==> src/rtl/bbuf_pkg.sv <==
// Shared types and geometry helpers for the bias-buffer write controller.
// Beat/row geometry is derived here so the top and the counter agree on it.
package bbuf_pkg;

    typedef enum logic [1:0] {
        ST_IDLE = 2'd0,
        ST_LOAD = 2'd1,
        ST_DONE = 2'd2
    } bbuf_state_e;

    function automatic int banks_per_beat(input int ddr_bandwidth, input int write_width);
        return (write_width > 0) ? (ddr_bandwidth / write_width) : 0;
    endfunction

    function automatic int beats_per_row(input int num_banks, input int banks_per_beat_v);
        return (banks_per_beat_v > 0) ? (num_banks / banks_per_beat_v) : 0;
    endfunction

    // A one-beat row still needs a 1-bit index so the counter ports stay legal.
    function automatic int idx_width(input int n);
        return (n > 1) ? $clog2(n) : 1;
    endfunction

endpackage

==> src/rtl/bbuf_write_ctrl_if.sv <==
// Load-control, DDR stream and bank-write bus of the bias-buffer write controller.
// The controller uses the slave view; whoever drives loads and beats uses master.
interface bbuf_write_ctrl_if #(
    parameter int DDR_BANDWIDTH    = 512,
    parameter int NUM_BANKS        = 64,
    parameter int WRITE_ADDR_WIDTH = 8
);

    logic                                  start;
    logic [WRITE_ADDR_WIDTH-1:0]           base_addr;
    logic [WRITE_ADDR_WIDTH:0]             num_rows;
    logic                                  ddr_valid;
    logic                                  ddr_ready;
    logic [DDR_BANDWIDTH-1:0]              ddr_data;
    logic [NUM_BANKS-1:0]                  bs_write_req;
    logic [NUM_BANKS*WRITE_ADDR_WIDTH-1:0] bs_write_addr;
    logic [DDR_BANDWIDTH-1:0]              bs_write_data;
    logic                                  busy;
    logic                                  done;

    modport master (
        output start, base_addr, num_rows, ddr_valid, ddr_data,
        input  ddr_ready, bs_write_req, bs_write_addr, bs_write_data, busy, done
    );

    modport slave (
        input  start, base_addr, num_rows, ddr_valid, ddr_data,
        output ddr_ready, bs_write_req, bs_write_addr, bs_write_data, busy, done
    );

endinterface

==> src/rtl/bbuf_beat_counter.sv <==
// Beat-within-row and row counters for one load, plus the final-beat flag.
// Cleared when a load is accepted, stepped once per accepted DDR beat.
module bbuf_beat_counter
    import bbuf_pkg::*;
#(
    parameter int BEATS_PER_ROW = 1,
    parameter int BEAT_W        = idx_width(BEATS_PER_ROW),
    parameter int ROW_W         = 9
) (
    input  logic              clk,
    input  logic              reset,
    input  logic              clear,
    input  logic              advance,
    input  logic [ROW_W-1:0]  num_rows,
    output logic [BEAT_W-1:0] beat_idx,
    output logic [ROW_W-1:0]  row_idx,
    output logic              last_beat
);

    logic [BEAT_W-1:0] beat_idx_r;
    logic [ROW_W-1:0]  row_idx_r;
    logic              beat_wrap_s;

    assign beat_wrap_s = (beat_idx_r == BEAT_W'(BEATS_PER_ROW - 1));

    // Beat index wraps at the end of a row and carries into the row index.
    always_ff @(posedge clk or negedge reset) begin
        if (!reset) begin
            beat_idx_r <= '0;
            row_idx_r  <= '0;
        end else if (clear) begin
            beat_idx_r <= '0;
            row_idx_r  <= '0;
        end else if (advance) begin
            if (beat_wrap_s) begin
                beat_idx_r <= '0;
                row_idx_r  <= row_idx_r + ROW_W'(1);
            end else begin
                beat_idx_r <= beat_idx_r + BEAT_W'(1);
                row_idx_r  <= row_idx_r;
            end
        end else begin
            beat_idx_r <= beat_idx_r;
            row_idx_r  <= row_idx_r;
        end
    end

    assign beat_idx  = beat_idx_r;
    assign row_idx   = row_idx_r;
    assign last_beat = beat_wrap_s && (row_idx_r == (num_rows - ROW_W'(1)));

endmodule

==> src/rtl/bbuf_write_ctrl.sv <==
// Streams DDR beats into the bias-buffer banks: each accepted beat becomes one
// registered write to the bank group it covers, at row base_addr + row index.
module bbuf_write_ctrl
    import bbuf_pkg::*;
#(
    parameter int DDR_BANDWIDTH    = 512,
    parameter int NUM_BANKS        = 64,
    parameter int WRITE_WIDTH      = 8,
    parameter int WRITE_ADDR_WIDTH = 8
) (
    input  logic              clk,
    input  logic              reset,
    bbuf_write_ctrl_if.slave  bus
);

    localparam int BANKS_PER_BEAT = banks_per_beat(DDR_BANDWIDTH, WRITE_WIDTH);
    localparam int BEATS_PER_ROW  = beats_per_row(NUM_BANKS, BANKS_PER_BEAT);
    localparam int BEAT_W         = idx_width(BEATS_PER_ROW);
    localparam int ROW_W          = WRITE_ADDR_WIDTH + 1;
    localparam int SAFE_BPB       = (BANKS_PER_BEAT < 1) ? 1 : BANKS_PER_BEAT;

    generate
        if ((BANKS_PER_BEAT < 1) || (BEATS_PER_ROW < 1) ||
            ((DDR_BANDWIDTH % WRITE_WIDTH) != 0) || ((NUM_BANKS % SAFE_BPB) != 0)) begin : g_bad_cfg
            $error("bbuf_write_ctrl: DDR_BANDWIDTH/WRITE_WIDTH and NUM_BANKS/BANKS_PER_BEAT must be integers >= 1");
        end
    endgenerate

    bbuf_state_e                           state_r;
    bbuf_state_e                           state_next_s;
    logic [WRITE_ADDR_WIDTH-1:0]           base_addr_r;
    logic [ROW_W-1:0]                      num_rows_r;
    logic                                  start_ok_s;
    logic                                  handshake_s;
    logic                                  ready_next_s;
    logic                                  busy_next_s;
    logic                                  done_next_s;
    logic                                  ready_r;
    logic                                  busy_r;
    logic                                  done_r;
    logic [BEAT_W-1:0]                     beat_idx_s;
    logic [ROW_W-1:0]                      row_idx_s;
    logic                                  last_beat_s;
    logic [NUM_BANKS-1:0]                  grp_mask_s;
    logic [WRITE_ADDR_WIDTH-1:0]           row_addr_s;
    logic [NUM_BANKS-1:0]                  write_req_r;
    logic [NUM_BANKS*WRITE_ADDR_WIDTH-1:0] write_addr_r;
    logic [DDR_BANDWIDTH-1:0]              write_data_r;

    assign start_ok_s  = bus.start & (state_r == ST_IDLE);
    assign handshake_s = bus.ddr_valid & ready_r;

    // State register.
    always_ff @(posedge clk or negedge reset) begin
        if (!reset) begin
            state_r <= ST_IDLE;
        end else begin
            state_r <= state_next_s;
        end
    end

    // Next-state logic; a zero-row load goes straight to DONE.
    always_comb begin
        state_next_s = state_r;
        case (state_r)
            ST_IDLE: begin
                if (bus.start) begin
                    state_next_s = (bus.num_rows != '0) ? ST_LOAD : ST_DONE;
                end else begin
                    state_next_s = ST_IDLE;
                end
            end
            ST_LOAD: begin
                if (handshake_s && last_beat_s) begin
                    state_next_s = ST_DONE;
                end else begin
                    state_next_s = ST_LOAD;
                end
            end
            ST_DONE: state_next_s = ST_IDLE;
            default: state_next_s = ST_IDLE;
        endcase
    end

    // Status outputs decoded from the next state so they can be registered.
    always_comb begin
        ready_next_s = 1'b0;
        busy_next_s  = 1'b0;
        done_next_s  = 1'b0;
        case (state_next_s)
            ST_IDLE: begin
                ready_next_s = 1'b0;
            end
            ST_LOAD: begin
                ready_next_s = 1'b1;
                busy_next_s  = 1'b1;
            end
            ST_DONE: begin
                busy_next_s = 1'b1;
                done_next_s = 1'b1;
            end
            default: begin
                ready_next_s = 1'b0;
            end
        endcase
    end

    // Registered status outputs.
    always_ff @(posedge clk or negedge reset) begin
        if (!reset) begin
            ready_r <= 1'b0;
            busy_r  <= 1'b0;
            done_r  <= 1'b0;
        end else begin
            ready_r <= ready_next_s;
            busy_r  <= busy_next_s;
            done_r  <= done_next_s;
        end
    end

    // Load parameters are captured only when a start is accepted in IDLE.
    always_ff @(posedge clk or negedge reset) begin
        if (!reset) begin
            base_addr_r <= '0;
            num_rows_r  <= '0;
        end else if (start_ok_s) begin
            base_addr_r <= bus.base_addr;
            num_rows_r  <= bus.num_rows;
        end else begin
            base_addr_r <= base_addr_r;
            num_rows_r  <= num_rows_r;
        end
    end

    bbuf_beat_counter #(
        .BEATS_PER_ROW (BEATS_PER_ROW),
        .BEAT_W        (BEAT_W),
        .ROW_W         (ROW_W)
    ) u_beat_counter (
        .clk       (clk),
        .reset     (reset),
        .clear     (start_ok_s),
        .advance   (handshake_s),
        .num_rows  (num_rows_r),
        .beat_idx  (beat_idx_s),
        .row_idx   (row_idx_s),
        .last_beat (last_beat_s)
    );

    // Beat b of a row feeds the contiguous group of banks it spans.
    for (genvar g = 0; g < BEATS_PER_ROW; g++) begin : g_grp
        assign grp_mask_s[g*BANKS_PER_BEAT +: BANKS_PER_BEAT] =
            {BANKS_PER_BEAT{beat_idx_s == BEAT_W'(g)}};
    end

    // Row address wraps modulo the bank depth by truncation.
    assign row_addr_s = WRITE_ADDR_WIDTH'({1'b0, base_addr_r} + row_idx_s);

    // Write request lasts one cycle per handshake; address and data hold afterwards.
    always_ff @(posedge clk or negedge reset) begin
        if (!reset) begin
            write_req_r  <= '0;
            write_addr_r <= '0;
            write_data_r <= '0;
        end else if (handshake_s) begin
            write_req_r  <= grp_mask_s;
            write_addr_r <= {NUM_BANKS{row_addr_s}};
            write_data_r <= bus.ddr_data;
        end else begin
            write_req_r  <= '0;
            write_addr_r <= write_addr_r;
            write_data_r <= write_data_r;
        end
    end

    assign bus.ddr_ready     = ready_r;
    assign bus.busy          = busy_r;
    assign bus.done          = done_r;
    assign bus.bs_write_req  = write_req_r;
    assign bus.bs_write_addr = write_addr_r;
    assign bus.bs_write_data = write_data_r;

endmodule
==> src/flat_wrapper.sv <==
// flat-port wrapper written by rule: the top's interface ports become plain ports
module bbuf_write_ctrl_flat import bbuf_pkg::*;
#(
    parameter int DDR_BANDWIDTH    = 512,
    parameter int NUM_BANKS        = 64,
    parameter int WRITE_WIDTH      = 8,
    parameter int WRITE_ADDR_WIDTH = 8
)
  (clk, reset, bus_start, bus_base_addr, bus_num_rows, bus_ddr_valid, bus_ddr_data, bus_ddr_ready, bus_bs_write_req, bus_bs_write_addr, bus_bs_write_data, bus_busy, bus_done);
  bbuf_write_ctrl_if #(.DDR_BANDWIDTH(DDR_BANDWIDTH), .NUM_BANKS(NUM_BANKS), .WRITE_ADDR_WIDTH(WRITE_ADDR_WIDTH)) bus_i ();
  input  logic clk;
  input  logic reset;
  input wire logic [$bits(bus_i.start)-1:0] bus_start;
  input wire logic [$bits(bus_i.base_addr)-1:0] bus_base_addr;
  input wire logic [$bits(bus_i.num_rows)-1:0] bus_num_rows;
  input wire logic [$bits(bus_i.ddr_valid)-1:0] bus_ddr_valid;
  input wire logic [$bits(bus_i.ddr_data)-1:0] bus_ddr_data;
  output wire logic [$bits(bus_i.ddr_ready)-1:0] bus_ddr_ready;
  output wire logic [$bits(bus_i.bs_write_req)-1:0] bus_bs_write_req;
  output wire logic [$bits(bus_i.bs_write_addr)-1:0] bus_bs_write_addr;
  output wire logic [$bits(bus_i.bs_write_data)-1:0] bus_bs_write_data;
  output wire logic [$bits(bus_i.busy)-1:0] bus_busy;
  output wire logic [$bits(bus_i.done)-1:0] bus_done;
  assign bus_i.start = bus_start;
  assign bus_i.base_addr = bus_base_addr;
  assign bus_i.num_rows = bus_num_rows;
  assign bus_i.ddr_valid = bus_ddr_valid;
  assign bus_i.ddr_data = bus_ddr_data;
  assign bus_ddr_ready = bus_i.ddr_ready;
  assign bus_bs_write_req = bus_i.bs_write_req;
  assign bus_bs_write_addr = bus_i.bs_write_addr;
  assign bus_bs_write_data = bus_i.bs_write_data;
  assign bus_busy = bus_i.busy;
  assign bus_done = bus_i.done;
  bbuf_write_ctrl #(.DDR_BANDWIDTH(DDR_BANDWIDTH), .NUM_BANKS(NUM_BANKS), .WRITE_WIDTH(WRITE_WIDTH), .WRITE_ADDR_WIDTH(WRITE_ADDR_WIDTH)) u_core (.clk(clk), .reset(reset), .bus(bus_i));
endmodule
==> config.mk <==
export PLATFORM = sky130hd
export DESIGN_NAME = bbuf_write_ctrl_flat
export DESIGN_NICKNAME = d
export VERILOG_FILES = /design/src/rtl/bbuf_pkg.sv /design/src/rtl/bbuf_write_ctrl_if.sv /design/src/rtl/bbuf_beat_counter.sv /design/src/rtl/bbuf_write_ctrl.sv /design/src/flat_wrapper.sv
export SDC_FILE = /design/constraint.sdc
export NUM_CORES = 1
export LEC_CHECK = 0
export CORE_AREA = 5 5 637 639
export CTS_CLUSTER_SIZE = 30
export DETAILED_ROUTE_END_ITERATION = 8
export DIE_AREA = 0 0 642 644
export PLACE_DENSITY_LB_ADDON = 0.12
export SYNTH_ARGS = -nofsm -noshare
export SYNTH_HDL_FRONTEND = slang
export SYNTH_SLANG_ARGS = --single-unit
==> constraint.sdc <==
create_clock -name clk -period 3.99 [get_ports clk]
set_input_delay 0.9975 -clock clk [delete_from_list [all_inputs] [get_ports clk]]
set_output_delay 0.9975 -clock clk [all_outputs]
set_load 0.05 [all_outputs]
==> results.py <==
metrics = {
    "logic_synthesis": {
        "syn_inst": 2946,
        "yosysSeqAreaShare_pct": 54.2,
        "synth_cell_types": 46,
        "syn-mean-instance-area_um2": 8.65,
        "yosysWarnings": 0,
        "netlist_area_um2": 25500,
        "syn_nets": 3491,
        "synthArstFlopShare_pct": 100,
        "synth_edf_count": 0,
        "synth_seq_cells": 552,
        "synth_flop_cell": "dfrtp_1",
    },
    "clock_network": {
        "root_buffer": "clkbuf_16",
        "insertion_delay_ns": 0.84,
        "htree_levels": 3,
        "cts_inserted_buffers": 93,
        "cts_hold_buffers": 0,
        "cts_tree": "built",
        "clkSlewWorstSetupHoldPaths_ns": 0.06,
        "clkSinkCount": 552,
        "cts_resized": 0,
        "postCtsSetupBuffers": 0,
        "clk_path_buf_depth": 4,
    },
    "die": {
        "fp.dieH_um": 644,
        "initial_utilization_pct": 6.39,
        "rows": 232,
        "fp.coreArea_um2": 399000,
        "dieArea_um2": 413000,
        "io_pins": 1624,
        "chipWidth_um": 642,
    },
    "place": {
        "io_buffers": 1623,
        "place_inst": 9202,
        "dpl_cell_area_um2": 44200,
        "gp_congestion": 0.782,
        "dpl.hpwl_um": 175000,
    },
    "outcome": {
        "outcome": "completed",
    },
    "grt": {
        "grt_max_degree": 140,
        "antenna_found_initial": 126,
        "overflow": 0,
        "grt_usage_pct": 9.69,
        "grt_pass1_wl_um": 267000,
        "grt_pass1_vias": 23800,
    },
    "timing": {
        "fin_skew_ns": 0.0868,
        "post-route-period-util_pct": 91.8,
        "hold_viol_final": 0,
        "fmax_mhz": 273,
        "rsz0062_at_grt": "no",
        "fin_crit_ns": 3.66,
        "slew_headroom_pct": 26.7,
        "tns_ns": 0,
        "tightest_slew_ns": 1.10,
        "setup_violations": 0,
        "slew_violations": 0,
    },
    "cells_and_area": {
        "nNetsFinal": 4577,
        "stdcell_count": 9396,
        "layout-drive-gt1-share_pct": 6.29,
        "area_delta_synth_final_pct": 85.7,
        "layout_common_cells": "1598 x clkdlybuf4s50_1, 1559 x nand2_1, 544 x dfrtp_1, 93 x clkbuf_16, 64 x buf_4",
        "design_area_um2": 47300,
        "layout_commonest_cell": "clkdlybuf4s50_1",
    },
    "detailed_routing": {
        "vias_per_cell": 2.45,
        "totalWireLength_um": 209000,
        "num_vias": 23000,
        "drcViolationCount": 0,
        "drtIter0Drc": 1002,
        "ant_nets": 0,
        "avgRoutedWirePerCell_um": 22.3,
        "firstDrtPassIters": 5,
    },
    "setup_path": {
        "cp_data_required_time_ns": 2.99,
        "cp-start-kind": "flip-flop",
        "cp_slowest_cell": "clkdlybuf4s50_1",
        "critPathTopFamily": "buffers and inverters",
        "critPathBufInv": 2,
        "path_cells": "buf_12 > clkdlybuf4s50_1",
        "critPathCaptureType": "output pin",
        "slowest_delay_ns": 0.84,
        "worstPathArrival_ns": 2.67,
        "worstPathMaxFanout": 38,
        "crit_type": "reg2out",
    },
    "power_and_ir_drop": {
        "power_density_nw_per_um2": 923,
        "p_leak_uw": 0.0198,
        "ir_drop_v": 0.000363,
    },
    "run": {
        "drv_cap": 0,
    },
    "min_path": {
        "min_path_type": "in2async",
    },
}
==> power by group <==
| group | switching [µW] | internal, µW |
|---|---|---|
| Sequential | 1140 | 7030 |
| Combinational | 19600 | 7610 |
| Clock | 3380 | 4930 |
| Total | 24100 | 19600 |
==> sequential cells by signal, summed over array words and instances, names as in the netlist <==
signal and flops:
u_core.base_addr_r 8, u_core.u_beat_counter.row_idx 9, u_core.state_r 2, u_core.bus.done 1, u_core.bus.busy 1, u_core.bus.bs_write_req 1
u_core.bus.bs_write_data 512, u_core.num_rows_r 9, u_core.bus.bs_write_addr 8, u_core.bus.ddr_ready 1
==> synth_stat cells, types with 2 or more instances <==
cell type	number	area, µm²
nor2_1	10	37.5
buf_6	2	22.5
inv_1	12	45.0
and3_1	3	18.8
nand4_1	4	25.0
or3_1	4	25.0
nand2_1	1560	5860
a21oi_1	12	60.1
nor3_1	4	20.0
buf_1	8	30.0
nor3b_1	2	15.0
dfrtp_1	552	13800
o21ai_0	14	70.1
nor2b_1	2	12.5
xnor2_1	9	78.8
clkbuf_1	113	424
mux2i_1	2	20.0
xor2_1	13	114
a21o_1	2	15.0
mux2_2	14	158
nand2b_1	2	12.5
buf_4	567	4260
ha_1	11	138
nand3_1	2	10.0
==> final cells by class <==
type,count,area [µm²]
well taps,5265,6590
repair buffers,1682,16900
inverters,13,56.3
multi-input cells,1690,6890
clock buffers,135,2700
flip-flops and latches,552,13800
fillers,45500,351000
clock inverters,29,314
diodes,30,75.1
==> worst reg2reg max path: stages (launching register included) <==
cell and delay (ns):
dfrtp_1 0.45, inv_1 0.12, ha_1 0.25, or3b_1 0.46
nor4b_1 0.34, a21oi_1 0.08, nor3_1 0.29, o211ai_2 0.18
o22ai_1 0.21, ha_1 0.29, inv_1 0.07
==> cell families after synthesis <==
family	share of synthesized area, %
and+or+nand+nor	23.9
buffers and inverters	18.8
DFF	54.2
AOI/OAI and AO/OA	0.977
xor gates and xnor gates	0.756
muxes	0.697
adders and majority gates	0.619
==> path summary, 6_finish.rpt <==
check,from,endpoint,slack [ns],cells after the start
min,reset,u_core.bus.bs_write_data[37],0.27,1
min reg2reg,u_core.bus.bs_write_data[40],u_core.bus.bs_write_data[40],0.47,2
max in group asynchronous,reset,u_core.bus.bs_write_data[323],2.63,2
max,u_core.bus.bs_write_addr[509],bus_bs_write_addr[357],0.33,2
max reg2reg,u_core.num_rows_r[0],u_core.bus.busy,1.19,10
min in group clk,u_core.bus.bs_write_data[40],u_core.bus.bs_write_data[40],0.47,2
==> per-layer routing <==
layer	track usage (%)	up-vias	wire, µm
met2	16.6	1028	102000
met5	0	-	442
met1	10.5	11000	79000
met4	3.29	70	7410
met3	4.59	320	20700
li1	-	10600	-
==> through the flow <==
stage / hold slack, ns / setup WS (ns) / power [µW] / utilization, %
after floorplan: 0.485 / 1.05 / 28000 / -
after global placement: 0.460 / 0.903 / 36300 / 11.1
after detailed placement: 0.461 / 0.873 / 36100 / 11.1
after CTS: 0.232 / 0.111 / 44900 / 11.9
after global routing: 0.259 / 0.0908 / 45600 / 11.9
final: 0.273 / 0.327 / 43700 / 11.9
(Power assumes the default switching activity.)
